--- src/rtl/cdr_pkg.sv ---
// Shared types and helpers for the CDR phase controller.
package cdr_pkg;

   // Loop controller states
   typedef enum logic [1:0] {
      IDLE  = 2'd0,
      COUNT = 2'd1,
      HOLD  = 2'd2
   } state_t;

   // Width of the signed vote accumulator: holds +/-WIN_LEN without overflow
   function automatic int unsigned vote_width(input int unsigned win_len);
      return $clog2(win_len) + 2;
   endfunction

   // Width of the blanking counter (counts 0..holdoff-1)
   function automatic int unsigned hold_width(input int unsigned holdoff);
      return (holdoff > 1) ? $clog2(holdoff) : 1;
   endfunction

   localparam int unsigned VOTE_W = vote_width(16);
   localparam int unsigned HOLD_W = hold_width(4);

   // Decode one phase-detector sample into +1 / -1 / 0
   function automatic logic signed [1:0] vote_decode(input logic up, input logic down);
      case ({up, down})
         2'b10:   return 2'sb01;
         2'b01:   return 2'sb11;
         default: return 2'sb00;
      endcase
   endfunction

endpackage

--- src/rtl/cdr_vote_integrator.sv ---
// Window counter and signed vote accumulator. window_end flags the last
// cycle of a window; net is the window total including the current vote.
module cdr_vote_integrator
   import cdr_pkg::*;
#(
   parameter int unsigned WIN_LEN = 16,
   parameter int unsigned VW      = vote_width(WIN_LEN)
) (
   input  logic                 clk,
   input  logic                 rst,
   input  logic                 clr,
   input  logic                 acc_en,
   input  logic signed [1:0]    vote,
   output logic                 window_end,
   output logic signed [VW-1:0] net
);

   localparam int unsigned CNT_W = $clog2(WIN_LEN);

   logic [CNT_W-1:0]     cnt;
   logic signed [VW-1:0] acc;
   logic signed [VW-1:0] vote_ext;

   assign vote_ext   = {{(VW-2){vote[1]}}, vote};
   assign net        = acc + vote_ext;
   assign window_end = acc_en && !clr && (cnt == CNT_W'(WIN_LEN - 1));

   // Accumulate votes; every window boundary restarts the window
   always_ff @(posedge clk) begin
      if (rst || clr) begin
         cnt <= '0;
         acc <= '0;
      end else if (acc_en) begin
         if (window_end) begin
            cnt <= '0;
            acc <= '0;
         end else begin
            cnt <= cnt + 1'b1;
            acc <= net;
         end
      end
   end

endmodule

--- src/rtl/cdr_phase_controller.sv ---
// Bang-bang CDR loop controller: integrates phase-detector votes per window,
// steps the phase-select pointer, blanks the detector after steps and
// reports lock.
module cdr_phase_controller
   import cdr_pkg::*;
#(
   parameter int unsigned NPHASE       = 8,
   parameter int unsigned PSEL_W       = 3,
   parameter int unsigned WIN_LEN      = 16,
   parameter int unsigned THRESH       = 4,
   parameter int unsigned HOLDOFF      = 4,
   parameter int unsigned LOCK_WINDOWS = 4,
   parameter int unsigned INIT_PHASE   = 0
) (
   input  logic              clk,
   input  logic              rst,
   input  logic              en,
   input  logic              up,
   input  logic              down,
   input  logic              ovr_en,
   input  logic [PSEL_W-1:0] ovr_sel,
   output logic [PSEL_W-1:0] phase_sel,
   output logic              step_up,
   output logic              step_dn,
   output logic              pd_rst,
   output logic              locked
);

   localparam int unsigned VW = vote_width(WIN_LEN);
   localparam int unsigned HW = hold_width(HOLDOFF);
   localparam int unsigned QW = $clog2(LOCK_WINDOWS + 1);
   localparam logic signed [VW-1:0] THR_POS = VW'(THRESH);
   localparam logic signed [VW-1:0] THR_NEG = -THR_POS;

   state_t               state, state_nx;
   logic [HW-1:0]        hold_cnt, hold_nx;
   logic [PSEL_W-1:0]    phase_nx;
   logic                 up_nx, dn_nx, locked_nx;
   logic [QW-1:0]        quiet, quiet_nx;
   logic                 window_end;
   logic signed [VW-1:0] net;
   logic                 int_clr;

   assign int_clr = !en || ovr_en || (state != COUNT);
   assign pd_rst  = (state != COUNT);

   cdr_vote_integrator #(
      .WIN_LEN (WIN_LEN),
      .VW      (VW)
   ) u_integ (
      .clk        (clk),
      .rst        (rst),
      .clr        (int_clr),
      .acc_en     (state == COUNT),
      .vote       (vote_decode(up, down)),
      .window_end (window_end),
      .net        (net)
   );

   // State, phase pointer, step pulses and lock registers
   always_ff @(posedge clk) begin
      if (rst) begin
         state     <= IDLE;
         hold_cnt  <= '0;
         phase_sel <= PSEL_W'(INIT_PHASE);
         step_up   <= 1'b0;
         step_dn   <= 1'b0;
         quiet     <= '0;
         locked    <= 1'b0;
      end else begin
         state     <= state_nx;
         hold_cnt  <= hold_nx;
         phase_sel <= phase_nx;
         step_up   <= up_nx;
         step_dn   <= dn_nx;
         quiet     <= quiet_nx;
         locked    <= locked_nx;
      end
   end

   // Next-state, phase step decision and quiet-window tracking
   always_comb begin
      state_nx = state;
      hold_nx  = hold_cnt;
      phase_nx = phase_sel;
      up_nx    = 1'b0;
      dn_nx    = 1'b0;
      quiet_nx = quiet;
      if (ovr_en) begin
         phase_nx = ovr_sel;
         quiet_nx = '0;
         hold_nx  = '0;
         state_nx = en ? HOLD : IDLE;
      end else if (!en) begin
         state_nx = IDLE;
         quiet_nx = '0;
      end else begin
         case (state)
            IDLE: state_nx = COUNT;
            COUNT: begin
               if (window_end) begin
                  if (net >= THR_POS) begin
                     phase_nx = (phase_sel == PSEL_W'(NPHASE - 1)) ? '0 : phase_sel + 1'b1;
                     up_nx    = 1'b1;
                     quiet_nx = '0;
                     hold_nx  = '0;
                     state_nx = HOLD;
                  end else if (net <= THR_NEG) begin
                     phase_nx = (phase_sel == '0) ? PSEL_W'(NPHASE - 1) : phase_sel - 1'b1;
                     dn_nx    = 1'b1;
                     quiet_nx = '0;
                     hold_nx  = '0;
                     state_nx = HOLD;
                  end else if (quiet != QW'(LOCK_WINDOWS)) begin
                     quiet_nx = quiet + 1'b1;
                  end
               end
            end
            HOLD: begin
               if (hold_cnt == HW'(HOLDOFF - 1)) state_nx = COUNT;
               else                              hold_nx  = hold_cnt + 1'b1;
            end
            default: state_nx = IDLE;
         endcase
      end
      locked_nx = (quiet_nx == QW'(LOCK_WINDOWS));
   end

endmodule
--- config.mk ---
export PLATFORM = sky130hd
export DESIGN_NAME = cdr_phase_controller
export DESIGN_NICKNAME = d
export VERILOG_FILES = /design/src/rtl/cdr_pkg.sv /design/src/rtl/cdr_vote_integrator.sv /design/src/rtl/cdr_phase_controller.sv
export SDC_FILE = /design/constraint.sdc
export NUM_CORES = 1
export LEC_CHECK = 0
export ABC_AREA = 1
export BUFFER_PORTS_ARGS = -buffer_cell sky130_fd_sc_hd__buf_2
export CAP_MARGIN = 20
export CORE_MARGIN = 2
export CORE_UTILIZATION = 55
export CTS_CLUSTER_DIAMETER = 100
export DETAILED_ROUTE_END_ITERATION = 10
export PLACE_DENSITY = 0.75
export SLEW_MARGIN = 20
export SYNTH_ARGS = -nofsm -noshare
export SYNTH_HDL_FRONTEND = slang
export SYNTH_HIERARCHICAL = 1
export SYNTH_SLANG_ARGS = --single-unit
--- constraint.sdc ---
create_clock -name clk -period 3.7 [get_ports clk]
set_clock_uncertainty 0.05 [all_clocks]
set_input_delay 0.74 -clock clk [delete_from_list [all_inputs] [get_ports clk]]
set_output_delay 0.74 -clock clk [all_outputs]
set_load 0.1 [all_outputs]
## After elaboration in Yosys (flattened, before gate mapping)

Cells that the tools add are included.

| storage, ports and cells | value |
|---|---|
| register bits after elaboration | 23 |
| output and inout port bits | 7 |
| logic and storage cells | 89 |

| operators by class | value |
|---|---|
| add/sub/neg operators | 6 |
| $lt $le $gt $ge | 2 |
| equal/unequal tests | 16 |
| multiplexer cells | 33 |
| bitwise logic cells | 3 |
| reduce and logical (&&, ||, !) cells | 20 |

Operators with widths:

| operator | count |
|---|---|
| 2-to-1 mux 3 bit | 15 |
| 2-to-1 mux 2 bit | 11 |
| inequality test 4 bit, second input constant | 2 |
| case mux 2 bit (2 select lines) | 2 |
| nonzero test 2 bit | 4 |
| adder 3 x 1 -> 3 bit, second input constant | 2 |
| adder 6 x 2 -> 6 bit | 1 |
| == test 2 bit, second input constant | 3 |
| == test 3 bit, second input constant | 2 |
| greater-or-equal comparator 6 x 4 -> 1 bit, second input constant | 1 |
| less-or-equal comparator 6 x 3 -> 1 bit, second input constant | 1 |
| 2-to-1 mux 6 bit | 1 |
| inequality test 3 bit, second input constant | 2 |
| case mux 2 bit (3 select lines) | 1 |
| OR reduction 6 bit | 1 |
| inequality test 5 bit, second input constant | 1 |
| AND reduction 5 bit | 1 |
| OR reduction 5 bit | 1 |
| adder 4 x 1 -> 4 bit, second input constant | 1 |
| == test 2 x 1 -> 1 bit, second input constant | 2 |
| == test 4 bit, second input constant | 1 |
| 2-to-1 mux 4 bit | 1 |
| inequality test 2 bit, second input constant | 2 |
| AND reduction 4 bit | 1 |
| other kinds (13) | 20 |

## Depth between registers and ports, before layout

Gate-level depths: netlist (run 1).

| depth | value |
|---|---|
| depth in word-level cells | 11 |
| gate-level depth with buffers | 19 |
| mapped depth without buffers | 19 |

## By module

The synthesis (run 1) kept the hierarchy.

By module, submodules not included:

| module | instances | cells each | area each (um^2) |
|---|---|---|---|
| cdr_phase_controller | 1 | 145 | 972.2 |
| cdr_vote_integrator | 1 | 87 | 655.6 |

## Worst setup path before layout (run 1)

No wires, ideal clock.

| path | value |
|---|---|
| path type | input to register |
| from | in up |
| to | reg phase_sel[0] |
| library setup time | 0.067 ns |
| arrival time | 2.813 ns |
| path slack | 0.769 ns |
| stages on the path | 16 |
| path buffers | 0 |
| cells stage by stage | inv_1 ha_1 inv_1 ha_1 inv_1 fa_1 inv_1 nand3_2 nand2_2 xor2_2 nand3_1 o21bai_2 nand2_1 nand2_2 nand3_1 a21oi_2 |

| on the way | value |
|---|---|
| longest elaborated chain between the ends | 9 |

Ends and longest elaborated chain:

| item | line | text |
|---|---|---|
| start: declaration | cdr_phase_controller.sv:18 | `input logic up,` |
| == test 2 x 1 -> 1 bit or == test 2 bit (tied branches) | cdr_pkg.sv:26 | `case ({up, down})` |
| case mux 2 bit (2 select lines) (*) | cdr_pkg.sv:26 |  |
| adder 6 x 2 -> 6 bit (*) | cdr_vote_integrator.sv:25 | `assign net = acc + vote_ext;` |
| via net[4] | cdr_phase_controller.sv:41 | `logic signed [VW-1:0] net;` |
| greater-or-equal comparator 6 x 4 -> 1 bit | cdr_phase_controller.sv:102 | `if (net >= THR_POS) begin` |
| 2-to-1 mux 3 bit | cdr_phase_controller.sv:102 |  |
| 2-to-1 mux 3 bit | cdr_phase_controller.sv:101 | `if (window_end) begin` |
| 2-to-1 mux 3 bit | cdr_phase_controller.sv:98 | `case (state)` |
| 2-to-1 mux 3 bit | cdr_phase_controller.sv:94 | `end else if (!en) begin` |
| 2-to-1 mux 3 bit | cdr_phase_controller.sv:89 | `if (ovr_en) begin` |
| end signal: assignment | cdr_phase_controller.sv:65 | `phase_sel <= PSEL_W'(INIT_PHASE);` |
| end signal: assignment | cdr_phase_controller.sv:73 | `phase_sel <= phase_nx;` |
| end: declaration | cdr_phase_controller.sv:22 | `output logic [PSEL_W-1:0] phase_sel,` |

Mark *: on every way through the listed nets, which the timed path passes. The rest lies on a longest branch. The select of a mux whose other input is x is not followed.
A chain may end at the register's enable or synchronous reset.

## Worst setup path in the final report (run 1)

| path | value |
|---|---|
| from | in up |
| to | reg phase_sel[2] |

Same word-level chain as after synthesis.

==> qor.txt, run 1 <==
Fin crit period -> 2810 ps
WHS Endpoint -> u_integ/cnt[3]
Placed Instances -> 278
CTS resizes -> 0
Worst EP arrival -> 3020 ps
Startpoint types -> input port
Syn Area/Cell -> 7.02 µm²
Drt initial violations -> 46
YS warnings -> 6
Vias/cell -> 4.98
Most frequent CP cell -> inv_1
Fin crit share -> 76.1%
Rows -> 19
Count of cell types in the netlist -> 31
Status -> complete, no violations
H-tree depth -> 1
Worst reg2reg path depth -> 15
Reg area -> 460 µm²
Multi-input gate area -> 1010 µm²
Hold_ws -> 422 ps
Yosys top cell area share -> 28.3%
Proportion of layout cells with a drive suffix above 1 -> 21.5%
Antenna viol nets, final -> 0
Synth top area cells -> dfxtp_1, nand2_1, ha_1
GR Overflow Total -> 0
WL/cell -> 10.6 µm
Commonest non-fill, non-tap cell in the layout -> nand2_1
Synth area leader -> dfxtp_1
Clock tree sinks -> 23
CP Class -> in -> reg
DR DRC count -> 0
Port Buffers -> 15
Root Buffer -> clkbuf_4
Post-CTS Setup Repair Bufs -> 0
Worst slew margin -> 67.2%
Final net count -> 276
GP Congestion -> 0.840
Min-Delay Path Class -> reg -> reg
Peak supply drop -> 0.000220 V
Initial antenna violation count -> 0
Initial Util -> 58.5%
Reg-to-reg startpoint -> u_integ/acc[0]
First-pass GRT wire length -> 5370 µm
DRT Wirelength -> 2990 µm
Slew Viols, Final -> 0
Final Non-Filler Cells -> 282
Largest net degree at the start of global routing -> 14
Setup TNS Final -> 0 ps
Area growth, synth to finish -> 8.69%
Worst-margin pin slew -> 495 ps
Worst Min Path Start -> u_integ/cnt[3]
Cell count after synthesis -> 232
Clock tree buffer depth -> 2
Vias -> 1403
CTS Hold Bufs -> 0
Overall Global Routing Usage -> 20.0%
Core ar. -> 2780 µm²
CP endpoint kind -> flip-flop
Grt peak-use layer -> met2
Max Fclk -> 355 MHz
Leakage power -> 0.000857 µW
PwrDens -> 270 nW/µm²
Worst skew pair latency -> 310 ps
Hold path cells -> 1
Setup Viol. Count Final -> 0
Drt pass-1 iters -> 4
# diodes -> 0
Register area share after synthesis -> 28.3%
Clock transition at path regs -> 130 ps
CP max-delay cell -> fa_1
Met1 Use GR -> 27.6%
Detailed Place HPWL -> 2480 µm
Total of fill cells in the finished design -> 262
Max incr delay on CP -> 400 ps
Synthesized flop and latch total -> 23
Crit-path max FO -> 4
Most frequent cells in the layout -> nand2_1, inv_1, dfxtp_1
Die area -> 3410 µm²
Post-Syn Area -> 1630 µm²
Met2 usage -> 33.1%
Post-synthesis net count -> 256
I/O pin count -> 16
Worst EP required -> 3910 ps
CTS tree -> yes
Die Span Y -> 58.4 µm
CP cell instances -> buf_2, inv_1, ha_1, inv_1, ha_1, inv_1, fa_1, inv_1, nand3_2, nand2_2, xor2_2, nand3_1, o21bai_2, nand2_1, nand2_2, nand2_4, nand2_1, nand2_1, nor2_1
Vias in the first global route -> 1292
RSZ-0062 raised after global routing -> no
Reg-to-Reg End -> phase_sel[2]
R2R setup slack -> 1390 ps
Die W -> 58.4 µm
Final hold vios -> 0
Max Cap Viol -> 0
M3 GR Usage -> 2.86%
Num CTS Buffers -> 3
-- worst max-delay path: cells and delay by family --
family	cells	cell delay [ps]
AO/OA/AOI/OAI	1	210
XOR/XNOR	1	190
adder cells (fa/ha/maj)	3	850
buffers and inverters	5	310
AND/OR/NAND/NOR	9	730
-- worst max path at each step --
stage	depth (start not counted)	start	end	slack (ps)
final	19	up	phase_sel[2]	890
after global routing	18	up	phase_sel[2]	660
after CTS	19	up	phase_sel[1]	890
after detailed placement	18	up	phase_sel[2]	580
after global placement	17	up	phase_sel[0]	620
after floorplan	16	up	phase_sel[0]	770
-- synthesized netlist by cell type --
cell,count
a211oi_1,1
a21boi_0,1
a21oi_1,14
a21oi_2,2
a21oi_4,1
and2_1,2
clkinv_2,1
dfxtp_1,23
fa_1,1
ha_1,14
inv_1,34
inv_2,3
inv_6,1
nand2_1,57
nand2_2,10
nand2_4,3
nand3_1,17
nand3_2,4
nand3b_1,1
nand4_1,1
nor2_1,22
nor2_2,3
nor2_4,4
nor3_1,2
o211a_1,1
o21ai_0,3
o21bai_2,1
or2_1,1
or2_2,1
xnor2_1,2
xor2_2,1
-- state kept, by name, summed over array words and instances (netlist names) --
register and cells:
u_integ/acc 6, u_integ/cnt 4, phase_sel 3, quiet 3
hold_cnt 2, state 2, locked 1, step_dn 1
step_up 1
-- metrics by stage --
stage / total power (µW) / instance area [µm²] / utilization (%) / setup WS [ps]
after floorplan: 346 / 1630 / - / 769
final: 478 / 1770 / 63.6 / 886
after global routing: 510 / 1770 / 63.6 / 664
after detailed placement: 367 / 1740 / 62.6 / 580
after global placement: 367 / 1740 / 62.6 / 621
after CTS: 486 / 1770 / 63.6 / 890
-- report_power, final --
group | internal (µW) | switching (µW) | leakage [µW] | total, µW
logic | 31.1 | 73.7 | 0.000653 | 105
registers | 252 | 4.58 | 0.000186 | 256
clock network | 40.4 | 76.7 | 0.0000177 | 117
-- cell type report --
type                    count  area share [%]
repair buffers             15            4.24
well taps                  31            2.19
flip-flops and latches     23            26.0
inverters                  39            8.63
clock inverters             1           0.283
multi-input cells         170            57.4
clock buffers               3            1.27
-- routing by layer --
metal / vias to the layer above / share of wire [%]
li1: 767 / -
met1: 618 / 51
met2: 14 / 45
met3: 4 / 2.6
met4: 0 / 1.2
met5: - / 0
-- kinds of logic after synthesis --
| logic type | after synthesis | share of synthesized area (%) |
|---|---|---|
| AO/OA/AOI/OAI | 24 | 9.53 |
| XOR/XNOR | 3 | 2.08 |
| adder cells (fa/ha/maj) | 15 | 12.0 |
| buffers and inverters | 39 | 9.38 |
| flip-flops | 23 | 28.3 |
| AND/OR/NAND/NOR | 128 | 38.7 |
Note: power is estimated with default switching activity, not from simulation.
==> inputs of run 2 (changes only) <==
--- a/config.mk
+++ b/config.mk
@@ -5,14 +5,14 @@
 export SDC_FILE = /design/constraint.sdc
 export NUM_CORES = 1
 export LEC_CHECK = 0
-export ABC_AREA = 1
+export ABC_AREA = 0
 export BUFFER_PORTS_ARGS = -buffer_cell sky130_fd_sc_hd__buf_2
 export CAP_MARGIN = 20
 export CORE_MARGIN = 2
-export CORE_UTILIZATION = 55
+export CORE_UTILIZATION = 53
 export CTS_CLUSTER_DIAMETER = 100
 export DETAILED_ROUTE_END_ITERATION = 10
-export PLACE_DENSITY = 0.75
+export PLACE_DENSITY = 0.76
 export SLEW_MARGIN = 20
 export SYNTH_ARGS = -nofsm -noshare
 export SYNTH_HDL_FRONTEND = slang
==> constraint.sdc (replaced) <==
create_clock -name clk -period 2.54 [get_ports clk]
set_clock_uncertainty 0.05 [all_clocks]
set_input_delay 0.508 -clock clk [delete_from_list [all_inputs] [get_ports clk]]
set_output_delay 0.508 -clock clk [all_outputs]
set_load 0.1 [all_outputs]
==> run 2 against run 1 <==
The run now ends with setup timing left. Cell count is 11% lower. Highest routed layer unchanged. Global-route usage is 4.8 points higher. Sequential power is 46% higher. Sequential cell count stayed put.
==> qor.txt, run 2 <==
CTS tree -> yes
CP delay by family, top -> simple AND/OR/NAND/NOR gates
Post-DP Area -> 1870 µm²
DR DRC count -> 0
Count of cell types in the netlist -> 56
Top reg by flops -> u_integ/acc
Total of fill cells in the finished design -> 231
Num CTS Buffers -> 3
Hold_ws -> 455 ps
Max Fclk -> 361 MHz
Final Non-Filler Cells -> 252
Most frequent cell after synthesis -> dfxtp_1
Setup Viol. Count Final -> 11
Status -> finished with violations
Vias -> 1524
Worst skew pair latency -> 320 ps
Multi-input gate area -> 1180 µm²
Yosys top cell area share -> 29.0%
CP cell instances -> buf_6, ha_4, inv_2, ha_4, inv_2, fa_2, nor2b_1, o21ai_1, and2b_2, xnor2_4, or4_4, o2111a_4, o221ai_2, o41ai_1
Post-layout worst setup margin -> -229 ps
Peak supply drop -> 0.000275 V
Synth cell count leaders -> dfxtp_1, inv_1, ha_1, nand2_1, nor2_1
Synthesized flop and latch total -> 23
GP Congestion -> 0.853
Largest registers -> u_integ/acc x6, u_integ/cnt x4
WL/cell -> 15.6 µm
Crit-path max FO -> 6
Violated checks -> setup timing
Synth area leader -> dfxtp_1
Post-synthesis net count -> 211
Initial Util -> 56.6%
Syn Area/Cell -> 8.50 µm²
Die area -> 3450 µm²
H-tree depth -> 1
Largest net degree at the start of global routing -> 21
Max incr delay on CP -> 460 ps
Startpoint types -> input port
Post-synth EDFFs -> 0
Area growth, synth to finish -> 29.1%
Most frequent cells in the layout -> dfxtp_1, buf_4, inv_1
Drt initial violations -> 76
Drt pass-1 iters -> 4
Clock transition at path regs -> 140 ps
Vias/cell -> 6.05
# diodes -> 0
DRT Wirelength -> 3920 µm
Clock tree sinks -> 23
CP max-delay cell -> or4_4
Die Span Y -> 58.8 µm
Root Buffer -> clkbuf_4
Port Buffers -> 15
Detailed Place HPWL -> 2890 µm
Async set-reset flop share out of synthesis -> 0%
First-pass GRT wire length -> 6670 µm
Reg area -> 460 µm²
Vias in the first global route -> 1525
Final hold vios -> 0
YS warnings -> 6
RSZ-0062 raised after global routing -> yes
Fin crit share -> 109%
Core ar. -> 2810 µm²
Post-Syn Area -> 1590 µm²
Commonest non-fill, non-tap cell in the layout -> dfxtp_1
Core Util, Final -> 73.1%
Rows -> 19
Antenna viol nets, final -> 0
Worst EP arrival -> 2930 ps
Final net count -> 246
Die W -> 58.8 µm
Register area share after synthesis -> 29.0%
Synth top area cells -> dfxtp_1, ha_1, inv_1
Most used DFF post-synth -> dfxtp_1
Fin area -> 2050 µm²
Overall Global Routing Usage -> 24.9%
CTS Hold Bufs -> 0
Worst EP required -> 2700 ps
Min-Delay Path Class -> reg -> reg
GR Overflow Total -> 0
Initial antenna violation count -> 0
Worst-margin pin slew -> 552 ps
PwrDens -> 367 nW/µm²
I/O pin count -> 16
Slew Viols, Final -> 0
CP endpoint kind -> flip-flop
CP Class -> in -> reg
Placed Instances -> 246
Max Cap Viol -> 0
Leakage power -> 0.000860 µW
Clock tree buffer depth -> 2
Worst slew margin -> 63.0%
Max FFs per register -> 6
Buf/Inv on CP -> 3
Cell count after synthesis -> 187
Fin crit period -> 2770 ps
Proportion of layout cells with a drive suffix above 1 -> 32.1%
[run 2: through the flow]
stage                     total power, µW  setup slack, ps  TNS [ps]
after floorplan                       500             -357     -2540
after global placement                539             -525     -5170
after detailed placement              545             -640     -6020
after CTS                             742             -178     -1260
after global routing                  795             -328     -2690
final                                 752             -229     -1780
[run 2: report_power, final]
group / internal, µW / total [µW] / switching, µW
sequential: 367 / 375 / 7.92
clock: 60.2 / 182 / 122
combinational: 78.3 / 195 / 117
total: 505 / 752 / 247
[run 2: worst register-to-register path, stage by stage (launching register included)]
cell and delay, ps:
dfxtp_1 410, ha_4 150, inv_2 30, fa_2 350
nor2b_1 110, o21ai_1 100, and2b_2 250, xnor2_4 170
or4_4 460, o2111a_4 190, o221ai_2 180, o41ai_1 90
[run 2: worst paths after layout]
| path | start | end | slack, ps | cells after the start |
|---|---|---|---|---|
| worst max register to register | u_integ/acc[0] | phase_sel[1] | -100 | 11 |
| worst max-delay path | down | phase_sel[1] | -230 | 14 |
| worst min-delay path | u_integ/acc[5] | u_integ/acc[5] | 460 | 2 |
| worst min register to register | u_integ/acc[5] | u_integ/acc[5] | 460 | 2 |
[run 2: cell type report]
cell class	count	area share, %
tap	31	1.89
clock inverter	1	0.366
inverter	19	3.72
timing repair buffer	37	12.9
sequential	23	22.5
clock buffer	3	1.10
multi-input combinational	138	57.6
[run 2: timing repair]
| item | in CTS | in global routing |
|---|---|---|
| setup buffers | 2 | 0 |
| resized for setup | 15 | 9 |
| setup endpoints to repair | 11 | 11 |
| pin swaps | 5 | 5 |
[run 2: layer usage]
metal  share of wire, %  track usage, %  wire, µm
met1                 43            29.7      1670
met2                 53            45.2      2060
met3                2.9            3.08       115
met4                1.8            9.09        70
met5                  0               0         0
[run 2: cell families (layout without fill, tap and decap cells)]
group | count (synthesis) | in the layout | share of synthesized area [%]
mux | 5 | 5 | 3.23
xor+xnor | 4 | 4 | 2.21
buf+inv | 26 | 60 | 6.38
compound gates | 46 | 46 | 22.4
fa+ha+maj | 15 | 15 | 12.3
flops | 23 | 23 | 29.0
simple gates | 68 | 68 | 24.5
